**config.mk**
```make
export PLATFORM = sky130hd
export DESIGN_NAME = inst_mem_sync
export DESIGN_NICKNAME = d
export VERILOG_FILES = /design/src/rtl/cpu_pkg.sv /design/src/rtl/inst_mem_load_ctrl.sv /design/src/rtl/inst_mem_sync.sv
export SDC_FILE = /design/constraint.sdc
export NUM_CORES = 1
export LEC_CHECK = 0
export ABC_AREA = 1
export CAP_MARGIN = 40
export CORE_ASPECT_RATIO = 0.75
export CORE_UTILIZATION = 27
export CTS_CLUSTER_DIAMETER = 40
export DETAILED_ROUTE_END_ITERATION = 16
export PLACE_DENSITY_LB_ADDON = 0.15
export SYNTH_ARGS = -nofsm -noshare
export SYNTH_HDL_FRONTEND = slang
export SYNTH_SLANG_ARGS = --single-unit
```
**constraint.sdc**
```tcl
create_clock -name clk -period 0.8 [get_ports clk]
set_input_delay 0.12 -clock clk [delete_from_list [all_inputs] [get_ports clk]]
set_output_delay 0.12 -clock clk [all_outputs]
set_load 0.1 [all_outputs]
```
**src/rtl/cpu_pkg.sv**
```systemverilog
// Shared CPU types: NOP encoding, fetch/load state enum and boot image.
package cpu_pkg;

  localparam logic [31:0] NOP = '0;

  typedef enum logic {
    RUN,
    LOAD
  } state_t;

  // Words 0x05..0x13 share the same encoding; everything past 0x13 is NOP.
  function automatic logic [31:0] boot_word(input int unsigned idx);
    logic [31:0] w;
    w = NOP;
    case (idx)
      1: w = 32'h0010_1464;
      2: w = 32'h4000_0422;
      3: w = 32'h3400_0489;
      4: w = 32'h3C00_0C27;
      default:
        if (idx >= 5 && idx <= 19)
          w = 32'h4800_0001;
    endcase
    return w;
  endfunction

endpackage

```
**src/rtl/inst_mem_load_ctrl.sv**
```systemverilog
// Load-mode FSM for the instruction memory: handshake, word count, range error.
module inst_mem_load_ctrl
  import cpu_pkg::*;
#(
  parameter int ADDR_W = 6,
  parameter int DEPTH  = 64
) (
  input  logic              clk,
  input  logic              rst_n,
  input  logic              ld_start,
  input  logic              ld_valid,
  input  logic [ADDR_W-1:0] ld_addr,
  input  logic              ld_last,
  output state_t            state,
  output logic              ld_ready,
  output logic              ld_busy,
  output logic [ADDR_W:0]   ld_count,
  output logic              ld_err,
  output logic              wr_en
);

  localparam logic [ADDR_W:0] DEPTH_C = (ADDR_W+1)'(DEPTH);

  logic accept;
  logic in_range;

  assign accept   = (state == LOAD) && ld_valid && ld_ready;
  assign in_range = {1'b0, ld_addr} < DEPTH_C;
  assign wr_en    = accept && in_range;

  always_ff @(posedge clk or negedge rst_n) begin
    if (!rst_n) begin
      state    <= RUN;
      ld_ready <= 1'b0;
      ld_busy  <= 1'b0;
      ld_count <= '0;
      ld_err   <= 1'b0;
    end else begin
      unique case (state)
        RUN: begin
          if (ld_start) begin
            state    <= LOAD;
            ld_ready <= 1'b1;
            ld_busy  <= 1'b1;
            ld_count <= '0;
            ld_err   <= 1'b0;
          end
        end
        LOAD: begin
          if (accept) begin
            if (in_range && ld_count < DEPTH_C)
              ld_count <= ld_count + 1'b1;
            if (!in_range)
              ld_err <= 1'b1;
            if (ld_last) begin
              state    <= RUN;
              ld_ready <= 1'b0;
              ld_busy  <= 1'b0;
            end
          end
        end
        default: state <= RUN;
      endcase
    end
  end

endmodule

```
**src/rtl/inst_mem_sync.sv**
```systemverilog
// Registered-read instruction memory with stall/flush and optional run-time
// program loading (build with IMEM_LOAD_EN to enable the load port).
module inst_mem_sync
  import cpu_pkg::*;
#(
  parameter int ADDR_W = 6,
  parameter int DATA_W = 32,
  parameter int DEPTH  = 64
) (
  input  logic              clk,
  input  logic              rst_n,
  input  logic [ADDR_W-1:0] a,
  input  logic              en,
  input  logic              flush,
  output logic [DATA_W-1:0] inst,
  output logic              inst_valid,
  input  logic              ld_start,
  input  logic              ld_valid,
  output logic              ld_ready,
  input  logic [ADDR_W-1:0] ld_addr,
  input  logic [DATA_W-1:0] ld_data,
  input  logic              ld_last,
  output logic              ld_busy,
  output logic [ADDR_W:0]   ld_count,
  output logic              ld_err
);

  localparam logic [ADDR_W:0] DEPTH_C = (ADDR_W+1)'(DEPTH);
  localparam logic [DATA_W-1:0] NOP_W = DATA_W'(NOP);

  logic              a_ok;
  logic              loading;
  logic [DATA_W-1:0] rd;

  assign a_ok = {1'b0, a} < DEPTH_C;

`ifdef IMEM_LOAD_EN
  typedef logic [DATA_W-1:0] img_t [DEPTH];

  function automatic img_t boot_img();
    img_t m;
    for (int i = 0; i < DEPTH; i++)
      m[i] = DATA_W'(boot_word(i));
    return m;
  endfunction

  // Array is never reset; contents survive a reset taken mid-load.
  img_t   mem = boot_img();
  state_t state;
  logic   wr_en;

  inst_mem_load_ctrl #(
    .ADDR_W (ADDR_W),
    .DEPTH  (DEPTH)
  ) u_ctrl (
    .clk      (clk),
    .rst_n    (rst_n),
    .ld_start (ld_start),
    .ld_valid (ld_valid),
    .ld_addr  (ld_addr),
    .ld_last  (ld_last),
    .state    (state),
    .ld_ready (ld_ready),
    .ld_busy  (ld_busy),
    .ld_count (ld_count),
    .ld_err   (ld_err),
    .wr_en    (wr_en)
  );

  always_ff @(posedge clk)
    if (wr_en)
      mem[ld_addr] <= ld_data;

  assign loading = (state == LOAD);
  assign rd      = a_ok ? mem[a] : NOP_W;
`else
  logic unused_ld;

  assign unused_ld = ^{ld_start, ld_valid, ld_addr, ld_data, ld_last};
  assign ld_ready  = 1'b0;
  assign ld_busy   = 1'b0;
  assign ld_count  = '0;
  assign ld_err    = 1'b0;
  assign loading   = 1'b0;
  assign rd        = a_ok ? DATA_W'(boot_word(32'(a))) : NOP_W;
`endif

  always_ff @(posedge clk or negedge rst_n) begin
    if (!rst_n) begin
      inst       <= NOP_W;
      inst_valid <= 1'b0;
    end else if (loading || flush) begin
      inst       <= NOP_W;
      inst_valid <= 1'b0;
    end else if (en) begin
      inst       <= rd;
      inst_valid <= 1'b1;
    end
  end

endmodule

```
; After elaboration in Yosys (flattened, before gate mapping)
; Index checks and enable logic that the tools add are counted.
; Widths: inputs -> output; s select.
[word_totals]
reg_bits = 33
latchBits = 0
mem_bits_rw = 0
mem_bits_ro = 0
inputBits = 51
output_inout_bits = 43
elab_cells = 16
memories = 0
[op_classes]
add_sub_neg = 0
n_mul = 0
n_div = 0
n_lt_le_gt_ge = 2
eq_ne = 4
n_shift = 0
n_mux = 6
n_bitwise = 0
reduce_logical = 2
[ops]
columns = op, count
row1 = $pmux 31 s4, 1
row2 = $mux 32, 2
row3 = $mux 31, 1
row4 = $eq 6x2->1 const B, 2
row5 = $eq 6x1->1 const B, 1
row6 = $eq 6x3->1 const B, 1
row7 = $ge 6x3->1 const B, 1
row8 = $le 6x5->1 const B, 1
row9 = $mux 1, 2
row10 = $reduce_bool 2->1, 1
row11 = $logic_and 1x1->1, 1

; Longest topological paths before layout
[depth]
word_depth = 6
mapped_depth = 8
ltp_nobuf = 8

; Worst setup path after synthesis
; No wires, ideal clock.
[synth_path]
kind = register to output
startpoint = register, netlist name inst[20]
endpoint = output port inst[12]
t_arrival_ps = 1357
required_time_ps = 680
slack_ps = -677
stages_incl_launch_ff = 2
path_buffers = 1
path_cell_list = dfrtp_1 > buf_4
[synth_rtl]
columns = item, line_no
row1 = "end, declared", inst_mem_sync.sv:15  ; output logic [DATA_W-1:0] inst,

; Worst setup path in the final report
[layout_path]
startpoint = register inst[29]
endpoint = output port inst[29]
[layout_rtl]
columns = item, line_no
row1 = "start signal, assigned", inst_mem_sync.sv:96  ; inst <= rd;
; No word-level cell between the ends.

==> flow_summary.toml <==
[run_status]
status = "finished with violations"
violations = "negative setup slack"

[routing]
drt_wl_total_um = 1643
drcViolationCount = 0
wl_per_cell_um = 9.230
drtPass1Iterations = 4
antenna_left = 0
drt_iter0_drc = 10
routed-via-count = 682
vias_per_cell = 3.831

[setup_path]
r2r_slack_ns = -0.10
cp_data_required_time_ns = 0.68
cp-start-kind = "flop"
path_class = "reg2out"
worstPathArrival_ns = 0.95
crit_slowest_cell = "dfrtp_4"
cp-end-kind = "output port"
path_delay_family = "flip-flops"
critPathMaxStageDelay_ns = 0.52
worstPathCellList = "buf_12"
crit_buf_inv = 1
crit_path_max_fanout = 4

[clock_network]
cts_tree = "built"
clock-root-buffer = "clkbuf_8"
clk_pin_slew_ns = 0.05
clk_path_buf_depth = 2
htreeDepth = 1
insertion_delay_ns = 0.23
cts_sinks = 12
hold_buffers = 0
cts_made_buffers = 3

[synthesis]
yosys.area.top_type = "dfrtp_1"
ys_types = 16
ys_seq_elements = 12
yosys_warnings = 0
syn_area_um2 = 830.8
syn_avg_cell_area_um2 = 7.764
synth_top_cell_area_share_pct = 36.14
synth_area_leaders = "dfrtp_1 (36%), buf_4 (28%), nand2_1 (12%)"
yosysSeqAreaShare_pct = 36.14
synth_cells = 107

[job]
drv_cap = 0

[die]
die-area_um2 = 3305
rows = 17
die_y_um = 50.04
die-width_um = 66.05
coreArea_um2 = 2935
start_util_pct = 28.30
io_pins = 94

[layout]
fillers = 293
area_growth_pct = 63.40
multi_input_area_um2 = 400.4
drive_above_1_share_pct = 52.14
final_nets = 193
regArea_um2 = 345.3
n_antenna_cell = 0

[place]
gp_congestion = 0.7125
dp_hpwl_um = 1275
io_buffers = 26
place_ws_ns = -0.6576

[global_routing]
track_usage_pct = 10.34
grt_max_degree = 13
antenna_found_initial = 0
gr-total-overflow = 0
grt_pass1_vias = 606
grt_pass1_wl_um = 2518

[timing]
finClkSkew_ns = 0
fmax_mhz = 938.3
hold_violations = 0
period_needed_ns = 1.066
timing.final.ws_setup_ns = -0.2657
rsz0062_at_grt = "yes"
setup-violations-final = 19
fin_crit_sh_pct = 133.2
maxSlewViolCount = 0

[pwr]
power_mw = 2.121
p_leak_nw = 0.6663
p_per_area_nw_per_um2 = 1562
ir_drop_v = 0.0006406

[min_path]
min_path_type = "in2reg"
-- where the power goes --
part           internal, mW  switching [mW]  leakage (nW)
clock                 0.330           0.204        0.0216
sequential            0.634          0.0194         0.142
combinational         0.154           0.779         0.503
total                  1.12            1.00         0.666
-- layer usage --
metal,GRT usage (%),vias to the layer above,part of all wire (%)
li1,-,342,-
met1,11.80,301,42
met2,16.50,35,49
met3,2.778,4,7.1
met4,7.447,0,2.3
met5,0,-,0
-- registers in the layout, summed over array words and instances (netlist names) --
| signal | cells |
|---|---|
| inst_valid | 1 |
| inst | 11 |
-- synthesized netlist by cell type --
master	count
buf_4	31
o21ai_1	1
nand2_1	27
dfrtp_1	12
conb_1	1
clkbuf_1	1
nand2_2	3
inv_1	4
nor2_1	6
nand3_1	8
o211ai_1	2
inv_2	4
nand3_2	1
nor2_4	2
nand4_1	3
nor2_2	1
-- cells in the final DEF (no fill, tap or decap), drive strengths merged --
| cell | Yosys | routed |
|---|---|---|
| inv | 8 | 8 |
| o21ai | 1 | 1 |
| conb | 1 | 26 |
| clkdlybuf4s50 | 0 | 1 |
| nor2 | 9 | 9 |
| clkbuf | 1 | 7 |
| dfrtp | 12 | 12 |
| nand3 | 9 | 9 |
| nand2 | 30 | 30 |
| nand4 | 3 | 3 |
| buf | 31 | 32 |
| o211ai | 2 | 2 |
-- through the flow --
stage               cells  utilization (%)  hold WS, ns  setup TNS, ns  instance area, um^2
floorplan             132                -      -0.1756         -1.730                 1032
global placement      171            43.48       0.4617         -6.228                 1276
detailed placement    171            43.48       0.4570         -6.682                 1276
CTS                   175            45.78       0.1661         -4.087                 1344
global route          178            46.25       0.1013         -4.613                 1358
finish                178            46.25       0.1066         -4.101                 1358
-- final timing paths --
path | from | end | cells past startpoint
setup / recovery | inst[29] | inst[29] | 1
hold / removal | flush | inst_valid | 2
setup reg to reg | inst[29] | inst[29] | 3
hold reg to reg | inst[30] | inst[30] | 2
max in group asynchronous | rst_n | inst[1] | 2
min in group asynchronous | rst_n | inst[29] | 2
-- cell type report --
cell class	count	area share, %
Clock buffer	3	3.041
Multi-Input combinational cell	80	29.49
Tap cell	38	3.502
Timing Repair Buffer	37	36.31
Inverter	8	2.212
Sequential cell	12	25.44
-- logic make-up after synthesis --
group,synth area share (%)
buf+inv,32.08
other cells,0.4514
flops,36.14
compound gates,2.409
simple gates,28.92
-- timing repair --
item / in CTS / in global routing
gates cloned: 0 / 0
endpoints found under the setup margin: 28 / 27
gates resized for setup: 26 / 19
pin swaps: 9 / 7
setup buffers: 1 / 4
(Power assumes the default switching activity.)
